`src/rtl/bus_arbiter_mux_pkg.sv`:
```
// Shared types and constants for the bus arbiter/multiplexer and its helpers.
// FSM states and MODE encodings live here so other arbiters can reuse them.
package bus_pkg;

    typedef enum logic {
        IDLE   = 1'b0,
        LOCKED = 1'b1
    } state_t;

    localparam logic MODE_FIXED = 1'b0;
    localparam logic MODE_RR    = 1'b1;

endpackage

```
`src/rtl/bus_arbiter_mux_rr_pick.sv`:
```
// Combinational round-robin finder: first requesting channel after 'last',
// wrapping modulo NCH (not modulo 2^SELW), so non-power-of-two counts work.
module rr_pick #(
    parameter int NCH  = 8,
    parameter int SELW = $clog2(NCH)
) (
    input  logic [NCH-1:0]  req,
    input  logic [SELW-1:0] last,
    output logic            found,
    output logic [SELW-1:0] index
);

    // Walk offsets from farthest to nearest so the nearest hit is written last.
    always_comb begin
        found = 1'b0;
        index = '0;
        for (int off = NCH; off >= 1; off--) begin
            for (int i = 0; i < NCH; i++) begin
                if (req[i] && (i == ((int'(last) + off) % NCH))) begin
                    found = 1'b1;
                    index = SELW'(i);
                end
            end
        end
    end

endmodule

```
`src/rtl/bus_arbiter_mux.sv`:
```
// Parametrised NCH:1 bus multiplexer with fixed/round-robin arbitration,
// per-channel burst lock and a registered valid/ready output stage.
module bus_arbiter_mux
    import bus_pkg::*;
#(
    parameter  int WIDTH = 32,
    parameter  int NCH   = 8,
    localparam int SELW  = $clog2(NCH)
) (
    input  logic                 CLK,
    input  logic                 RST_N,
    input  logic [NCH*WIDTH-1:0] D,
    input  logic [NCH-1:0]       REQ,
    input  logic [NCH-1:0]       LOCK,
    output logic [NCH-1:0]       GNT,
    input  logic                 MODE,
    input  logic [SELW-1:0]      SEL,
    output logic [WIDTH-1:0]     DATABUS,
    output logic                 VALID,
    input  logic                 READY,
    output logic [SELW-1:0]      CHAN
);

    state_t            state_q, state_d;
    logic [SELW-1:0]   last_q, last_d;
    logic [SELW-1:0]   lch_q, lch_d;
    logic [WIDTH-1:0]  data_q, data_d;
    logic              valid_q, valid_d;
    logic [SELW-1:0]   chan_q, chan_d;

    logic              rr_found;
    logic [SELW-1:0]   rr_index;
    logic              pick_found;
    logic [SELW-1:0]   pick_idx;
    logic [WIDTH-1:0]  pick_data;
    logic              acc;

    rr_pick #(
        .NCH  (NCH),
        .SELW (SELW)
    ) u_rr_pick (
        .req   (REQ),
        .last  (last_q),
        .found (rr_found),
        .index (rr_index)
    );

    // A locked burst owns the bus regardless of MODE/SEL until its last beat.
    always_comb begin
        pick_found = 1'b0;
        pick_idx   = '0;
        if (state_q == LOCKED) begin
            pick_idx   = lch_q;
            pick_found = REQ[lch_q];
        end else if (MODE == MODE_RR) begin
            pick_idx   = rr_index;
            pick_found = rr_found;
        end else if (int'(SEL) < NCH) begin
            pick_idx   = SEL;
            pick_found = REQ[SEL];
        end
    end

    assign acc = RST_N && pick_found && (!valid_q || READY);

    always_comb begin
        pick_data = '0;
        GNT       = '0;
        for (int i = 0; i < NCH; i++) begin
            if (pick_idx == SELW'(i)) begin
                pick_data = D[i*WIDTH +: WIDTH];
                GNT[i]    = acc;
            end
        end
    end

    always_comb begin
        state_d = state_q;
        last_d  = last_q;
        lch_d   = lch_q;
        data_d  = data_q;
        valid_d = valid_q;
        chan_d  = chan_q;
        if (acc) begin
            data_d  = pick_data;
            chan_d  = pick_idx;
            valid_d = 1'b1;
            case (state_q)
                IDLE: begin
                    if (MODE == MODE_RR) begin
                        last_d = pick_idx;
                    end
                    if (LOCK[pick_idx]) begin
                        state_d = LOCKED;
                        lch_d   = pick_idx;
                    end
                end
                LOCKED: begin
                    if (!LOCK[lch_q]) begin
                        state_d = IDLE;
                    end
                end
                default: state_d = IDLE;
            endcase
        end else if (valid_q && READY) begin
            valid_d = 1'b0;
        end
    end

    // Pointer resets to NCH-1 so the very first round-robin search starts at 0.
    always_ff @(posedge CLK) begin
        if (!RST_N) begin
            state_q <= IDLE;
            last_q  <= SELW'(NCH - 1);
            lch_q   <= '0;
            data_q  <= '0;
            valid_q <= 1'b0;
            chan_q  <= '0;
        end else begin
            state_q <= state_d;
            last_q  <= last_d;
            lch_q   <= lch_d;
            data_q  <= data_d;
            valid_q <= valid_d;
            chan_q  <= chan_d;
        end
    end

    assign DATABUS = data_q;
    assign VALID   = valid_q;
    assign CHAN    = chan_q;

endmodule
```
`config.mk`:
```
export PLATFORM = sky130hd
export DESIGN_NAME = bus_arbiter_mux
export DESIGN_NICKNAME = d
export VERILOG_FILES = /design/src/rtl/bus_arbiter_mux_pkg.sv /design/src/rtl/bus_arbiter_mux_rr_pick.sv /design/src/rtl/bus_arbiter_mux.sv
export SDC_FILE = /design/constraint.sdc
export NUM_CORES = 1
export LEC_CHECK = 0
export CAP_MARGIN = 20
export CORE_ASPECT_RATIO = 0.5
export CORE_MARGIN = 2
export CORE_UTILIZATION = 40
export DETAILED_ROUTE_END_ITERATION = 6
export PLACE_DENSITY = 0.94
export SLEW_MARGIN = 25
export SYNTH_ARGS = -nofsm -noshare
export SYNTH_HDL_FRONTEND = slang
export SYNTH_SLANG_ARGS = --single-unit
```
`constraint.sdc`:
```
create_clock -name CLK -period 8.2 [get_ports CLK]
set_input_delay 2.46 -clock CLK [delete_from_list [all_inputs] [get_ports CLK]]
set_output_delay 2.46 -clock CLK [all_outputs]
set_load 0.1 [all_outputs]
```
==> results of run 1 <==
layout by cell type, fill, tap and decap left out, types with 5 or more instances in the layout:
master,instances
clkdlybuf4s50_1,313
nand2_1,112
a21oi_1,74
a22oi_1,61
o21ai_0,56
mux2i_1,47
dfxtp_1,43
nor2_1,43
inv_1,38
o31ai_1,33
buf_4,28
a2bb2oi_1,22
nor3_1,18
mux2_2,16
nand2b_1,16
o2bb2ai_1,12
nor2b_1,12
o211ai_1,11
o22ai_1,11
nand3_1,8
buf_12,8
mux4_2,7
o221ai_1,7
a31oi_1,6
a21o_1,5
clkbuf_16,5
cell type report:
cell class	count	area (um2)	area share, %
Clock buffer	5	125	1.33
Clock inverter	3	47.5	0.506
Inverter	40	150	1.60
Multi-Input combinational cell	671	4460	47.5
Sequential cell	43	861	9.16
Tap cell	198	248	2.64
Timing Repair Buffer	350	3510	37.3
Yosys cell counts (all sizes together), types with 6 or more instances:
cell,number,area share (%)
nor3,20,1.7
inv,40,2.6
o22ai,11,1.2
nand2,112,7.2
a2bb2oi,22,3.3
o21ai,61,5.3
o31ai,33,4.3
o2bb2ai,12,1.8
buf,38,3.4
o211ai,11,1.4
nand2b,16,1.7
mux2,16,3.1
nand3,8,0.69
dfxtp,43,15
mux2i,48,8.3
a22oi,61,7.9
a31oi,6,0.65
nor2,47,3.0
mux4,7,2.7
o221ai,7,1.1
nor2b,12,1.3
clkbuf,52,3.4
a21oi,74,6.4
per-layer routing:
| metal | wire length (um) | part of all wire (%) | up-vias | track usage, % |
|---|---|---|---|---|
| met5 | 0 | 0 | - | 0 |
| met4 | 805 | 2.7 | 0 | 10.0 |
| met3 | 3150 | 10 | 83 | 8.16 |
| met2 | 14000 | 46 | 534 | 59.7 |
| met1 | 12200 | 40 | 3879 | 46.7 |
| li1 | - | - | 3691 | - |
cells by family after synthesis:
family,count (synthesis),share of synthesized area (%)
mux,71,14.1
compound gates,348,41.1
buf+inv,130,9.35
flops,43,14.8
fa+ha+maj,2,0.431
simple gates,250,20.2
final timing paths:
check,endpoint
max reg2reg,lch_q[0]
min,DATABUS[22]
min reg2reg,DATABUS[22]
max,GNT[1]
state kept, by name, summed over array words and instances (netlist names):
register  cells
CHAN          3
DATABUS      32
VALID         1
last_q        3
lch_q         3
state_q       1
critical path: stages:
cell             delay (ns)
clkdlybuf4s50_1        0.62
mux2i_1                0.47
o221ai_1               0.19
a2111oi_1              0.59
o2111ai_1              0.20
a31oi_1                0.36
o21ai_4                0.11
clkinv_1               0.14
nand2_1                0.11
nor2_2                 0.17
buf_12                 0.19
per-stage QoR:
step / utilization [%] / power [mW]
floorplan: - / 2.15
global placement: 64.5 / 2.81
detailed placement: 64.5 / 2.86
CTS: 65.7 / 3.10
global route: 65.7 / 3.31
finish: 65.7 / 3.16
power groups by stage:
| stage | combinational (mW) | clock, mW | sequential, mW |
|---|---|---|---|
| after floorplan | 1.40 | 0 | 0.750 |
| after global placement | 2.47 | 0 | 0.346 |
| after detailed placement | 2.51 | 0 | 0.351 |
| after CTS | 2.51 | 0.241 | 0.346 |
| after global routing | 2.70 | 0.252 | 0.356 |
| final | 2.57 | 0.241 | 0.349 |
==> results.ini, run 1 <==
[route]
viasPerCell=6.25
vias=8187
ant_nets=0
drtIter0Drc=1149
firstDrtPassIters=6
postRouteWirelength_mm=30.1
routedWlPerCell_um=23.0
drc=0

[setup_path]
arrival_ns=5.60
reg2reg_from=last_q[2]
cp.required_ns=5.74
ff2ff_setup_slack_ns=2.35
cp-start-kind=primary input
critPathCaptureType=output pin
startpoint=REQ[2]
r2r_cells=15
cp_max_fo=9
critPathKind=primary input to output pin

[layout]
area_growth_pct=61.9
final_cells=1310
fillers=1170
fin_area_um2=9400
drive_gt1_share_pct=7.55
diodes=0
nets=1392

[global_routing]
antenna_found_initial=0
grt_max_degree=65
grt_pass1_wl_mm=43.4
grt_pass1_vias=7576
grt_usage_pct=35.6
gr-total-overflow=0

[synth]
synth_top_flop_cell=dfxtp_1
synth_fp_nets=1125
async_flop_share_pct=0
synth_edf_count=0
ys_ff_latch=43
yosys_warnings=0
synth_area_um2=5810
syn_inst=844
synth.distinct_cells=71
ys_seq_area_share_pct=14.8
avgSynthCellArea_um2=6.88

[placed_design]
dp.final_hpwl_mm=22.6
dp.cells=1302
place_ws_ns=0.191
placed_area_um2=9230
gp_congestion=0.985
io_buffers=322

[clock_network]
cts_made_buffers=5
htreeDepth=2
hold_buffers=0
post_cts_buffers=0
cts_resized=0
worstSkewPairLatency_ns=0.29
cts.path.max_buffers=2
cts.sink_count=43
root_buffer=clkbuf_16
cts_tree=built
cts.clk_slew.worst_paths_ns=0.07

[power]
pwr-share-seq_pct=11.0
pwr-share-comb_pct=81.4
switchingPower_mw=1.84
p_clk_share_pct=7.6
intPower_mw=1.32
ir_worst_vdd_mv=0.322
swShare_pct=58.2
power_leakage_nw=3.75
power_density_nw_per_um2=337

[sta]
rsz0062_at_grt=no
fin_tns_setup_ns=0
finalWorstSetupSlack_ns=0.139
setup_violations=0
holdWs_ns=0.493
fmax_mhz=124
hold_viol_final=0
worst_pin_slew_ns=1.06
finalCritPeriodShare_pct=98.3
slew_headroom_pct=29.2
finalMaxSlewViolations=0
layout_min_cycle_time_ns=8.06
fin_skew_ns=0.00552

[floorplan]
core_region_area_um2=14300
die-area_um2=15600
die_w_um=174
row_count=31
start_util_pct=40.6
die_h_um=89.2
pin_count=323

[status]
status=completed

[hold_path]
hold_start=DATABUS[22]
hp-class=flip-flop to flip-flop
hold_depth=2

[flow_run]
cap_viol_max_count=0

Power figures use the tool's default switching activity.
==> run 2, diff against run 1 <==
--- a/config.mk
+++ b/config.mk
@@ -6,11 +6,11 @@
 export NUM_CORES = 1
 export LEC_CHECK = 0
 export CAP_MARGIN = 20
-export CORE_ASPECT_RATIO = 0.5
-export CORE_MARGIN = 2
-export CORE_UTILIZATION = 40
+export CORE_AREA = 2 2 126 128
 export DETAILED_ROUTE_END_ITERATION = 6
-export PLACE_DENSITY = 0.94
+export DIE_AREA = 0 0 128 130
+export DONT_BUFFER_PORTS = 1
+export PLACE_DENSITY = 0.63
 export SLEW_MARGIN = 25
 export SYNTH_ARGS = -nofsm -noshare
 export SYNTH_HDL_FRONTEND = slang
==> results.ini, run 2 (synthesis gave the netlist of run 1 again) <==
[setup_path]
startpoint=REQ[3]
crit_end=GNT[0]
cp_max_fo=13  ; +4
arrival_ns=4.99  ; -0.61 ns
cp-start-kind=primary input
reg2reg_from=last_q[0]
cp.required_ns=5.74  ; about the same
r2r_cells=14  ; -1
ff2ff_setup_slack_ns=3.23  ; +0.88 ns
critPathCaptureType=output pin
critPathKind=primary input to output pin
reg2reg_to=lch_q[1]

[layout]
fin_area_um2=6190  ; -34%
drive_gt1_share_pct=9.43  ; +1.9 points
layout_commonest_cell=nand2_1
fillers=1669  ; +43%
final_cell_mix=112 x nand2_1, 74 x a21oi_1, 61 x a22oi_1
seq_area_um2=861  ; unchanged
largest_reg_flops=32  ; unchanged
area_growth_pct=6.62
multi_input_area_um2=4490  ; +0.65%
nets=1065  ; -23%

[sta]
slew_headroom_pct=25.6  ; -3.6 points
rsz0062_at_grt=no
hold_viol_final=0  ; unchanged
layout_min_cycle_time_ns=7.45  ; -0.607 ns
fin_skew_ns=0.00714  ; +0.00162 ns
setup_violations=0  ; unchanged
finalCritPeriodShare_pct=90.9  ; -7.4 points
finalMaxSlewViolations=0  ; unchanged
worst_pin_slew_ns=1.11  ; +0.0563 ns
fmax_mhz=134  ; +8.1%
fin_tns_setup_ns=0  ; unchanged

[route]
drc=0  ; unchanged
firstDrtPassIters=6  ; unchanged
vias=6753  ; -18%
postRouteWirelength_mm=28.4  ; -5.8%
ant_nets=0  ; unchanged
viasPerCell=6.84  ; +9.4%
routedWlPerCell_um=28.7  ; +25%
drtIter0Drc=869  ; -24%

[floorplan]
row_count=46  ; +48%
die_h_um=130  ; +46%
die-area_um2=16600  ; +7.0%
pin_count=323  ; unchanged
die_w_um=128  ; -27%
start_util_pct=37.6  ; -2.9 points
core_region_area_um2=15400  ; +7.8%

[global_routing]
antenna_found_initial=10  ; +10
grt_max_degree=90  ; +38%
grt_pass1_vias=5977  ; -21%
grt_usage_pct=31.6  ; -4.0 points
gr-total-overflow=0  ; unchanged
grt_pass1_wl_mm=39.2  ; -9.6%

[placed_design]
dp.final_hpwl_mm=21.7  ; -4.0%
gp_congestion=0.983  ; -0.23%
placed_area_um2=6020  ; -35%
io_buffers=0  ; -100%

[clock_network]
htreeDepth=2  ; unchanged
worstSkewPairLatency_ns=0.30  ; about the same
cts.path.max_buffers=2  ; unchanged
cts_tree=built
post_cts_buffers=0  ; unchanged
cts.clk_slew.worst_paths_ns=0.07  ; about the same
cts_resized=0  ; unchanged
cts.sink_count=43  ; unchanged
cts_made_buffers=5  ; unchanged
root_buffer=clkbuf_16
hold_buffers=0  ; unchanged

[power]
pwr-share-seq_pct=27.4  ; +16 points
swShare_pct=62.1  ; +3.9 points
power_leakage_nw=2.47  ; -34%
p_clk_share_pct=7.5  ; about the same
ir_worst_vdd_mv=0.239  ; -26%
p_total_mw=2.85  ; -9.8%
intPower_mw=1.08  ; -18%
power_density_nw_per_um2=461  ; +37%
pwr-share-comb_pct=65.1  ; -16 points
switchingPower_mw=1.77  ; -3.8%

[flow_run]
cap_viol_max_count=0  ; unchanged

[hold_path]
hp-class=flip-flop to flip-flop

[status]
status=completed

==> run 2: worst max-delay path, stage by stage <==
cell and delay [ns]:
mux2i_1 0.36, o221ai_1 0.17, a2111oi_0 0.68, o2111ai_1 0.20, a31oi_1 0.35, o21ai_4 0.10, buf_4 0.21, nor3_4 0.16
buf_4 0.31
==> run 2: final cells by class <==
| cell class | instances | area share (%) |
|---|---|---|
| diodes | 11 | 0.445 |
| repair buffers | 23 | 4.53 |
| multi-input cells | 671 | 72.5 |
| well taps | 192 | 3.88 |
| inverters | 40 | 2.43 |
| clock inverters | 2 | 0.202 |
| clock buffers | 6 | 2.08 |
| flip-flops and latches | 43 | 13.9 |
==> run 2: metrics by stage <==
step	hold WS [ns]	worst slack, ns	util [%]	cells
final	0.590	0.746	40.1	988
after global routing	0.612	0.427	40.1	987
after CTS	0.587	0.807	39.9	977
after detailed placement	0.575	0.790	39.0	969
after global placement	0.561	0.890	39.0	969
after floorplan	0.517	-0.798	-	844
==> run 2: how the worst min path moves through the flow <==
| stage | from | endpoint | slack, ns | cells past startpoint |
|---|---|---|---|---|
| 2_1_floorplan | lch_q[2] | lch_q[2] | 0.52 | 2 |
| 3_3_place_gp | lch_q[2] | lch_q[2] | 0.56 | 2 |
| 3_5_place_dp | lch_q[2] | lch_q[2] | 0.58 | 2 |
| 4_1_cts | lch_q[0] | lch_q[0] | 0.59 | 2 |
| 5_1_grt | lch_q[2] | lch_q[2] | 0.61 | 2 |
| 6_report | lch_q[0] | lch_q[0] | 0.59 | 2 |
==> run 2: power by group through the flow <==
stage / registers, mW / logic [mW] / clock network (mW)
after floorplan: 0.750 / 1.40 / 0
after global placement: 0.786 / 1.81 / 0
after detailed placement: 0.785 / 1.82 / 0
after CTS: 0.783 / 1.82 / 0.218
after global routing: 0.791 / 2.00 / 0.225
final: 0.783 / 1.86 / 0.214
==> run 2: per-layer routing <==
layer | track usage [%] | vias to the layer above | wire length [um]
li1 | - | 3057 | -
met1 | 39.4 | 3179 | 10700
met2 | 51.4 | 460 | 13900
met3 | 5.58 | 57 | 2480
met4 | 18.9 | 0 | 1250
met5 | 0 | - | 0
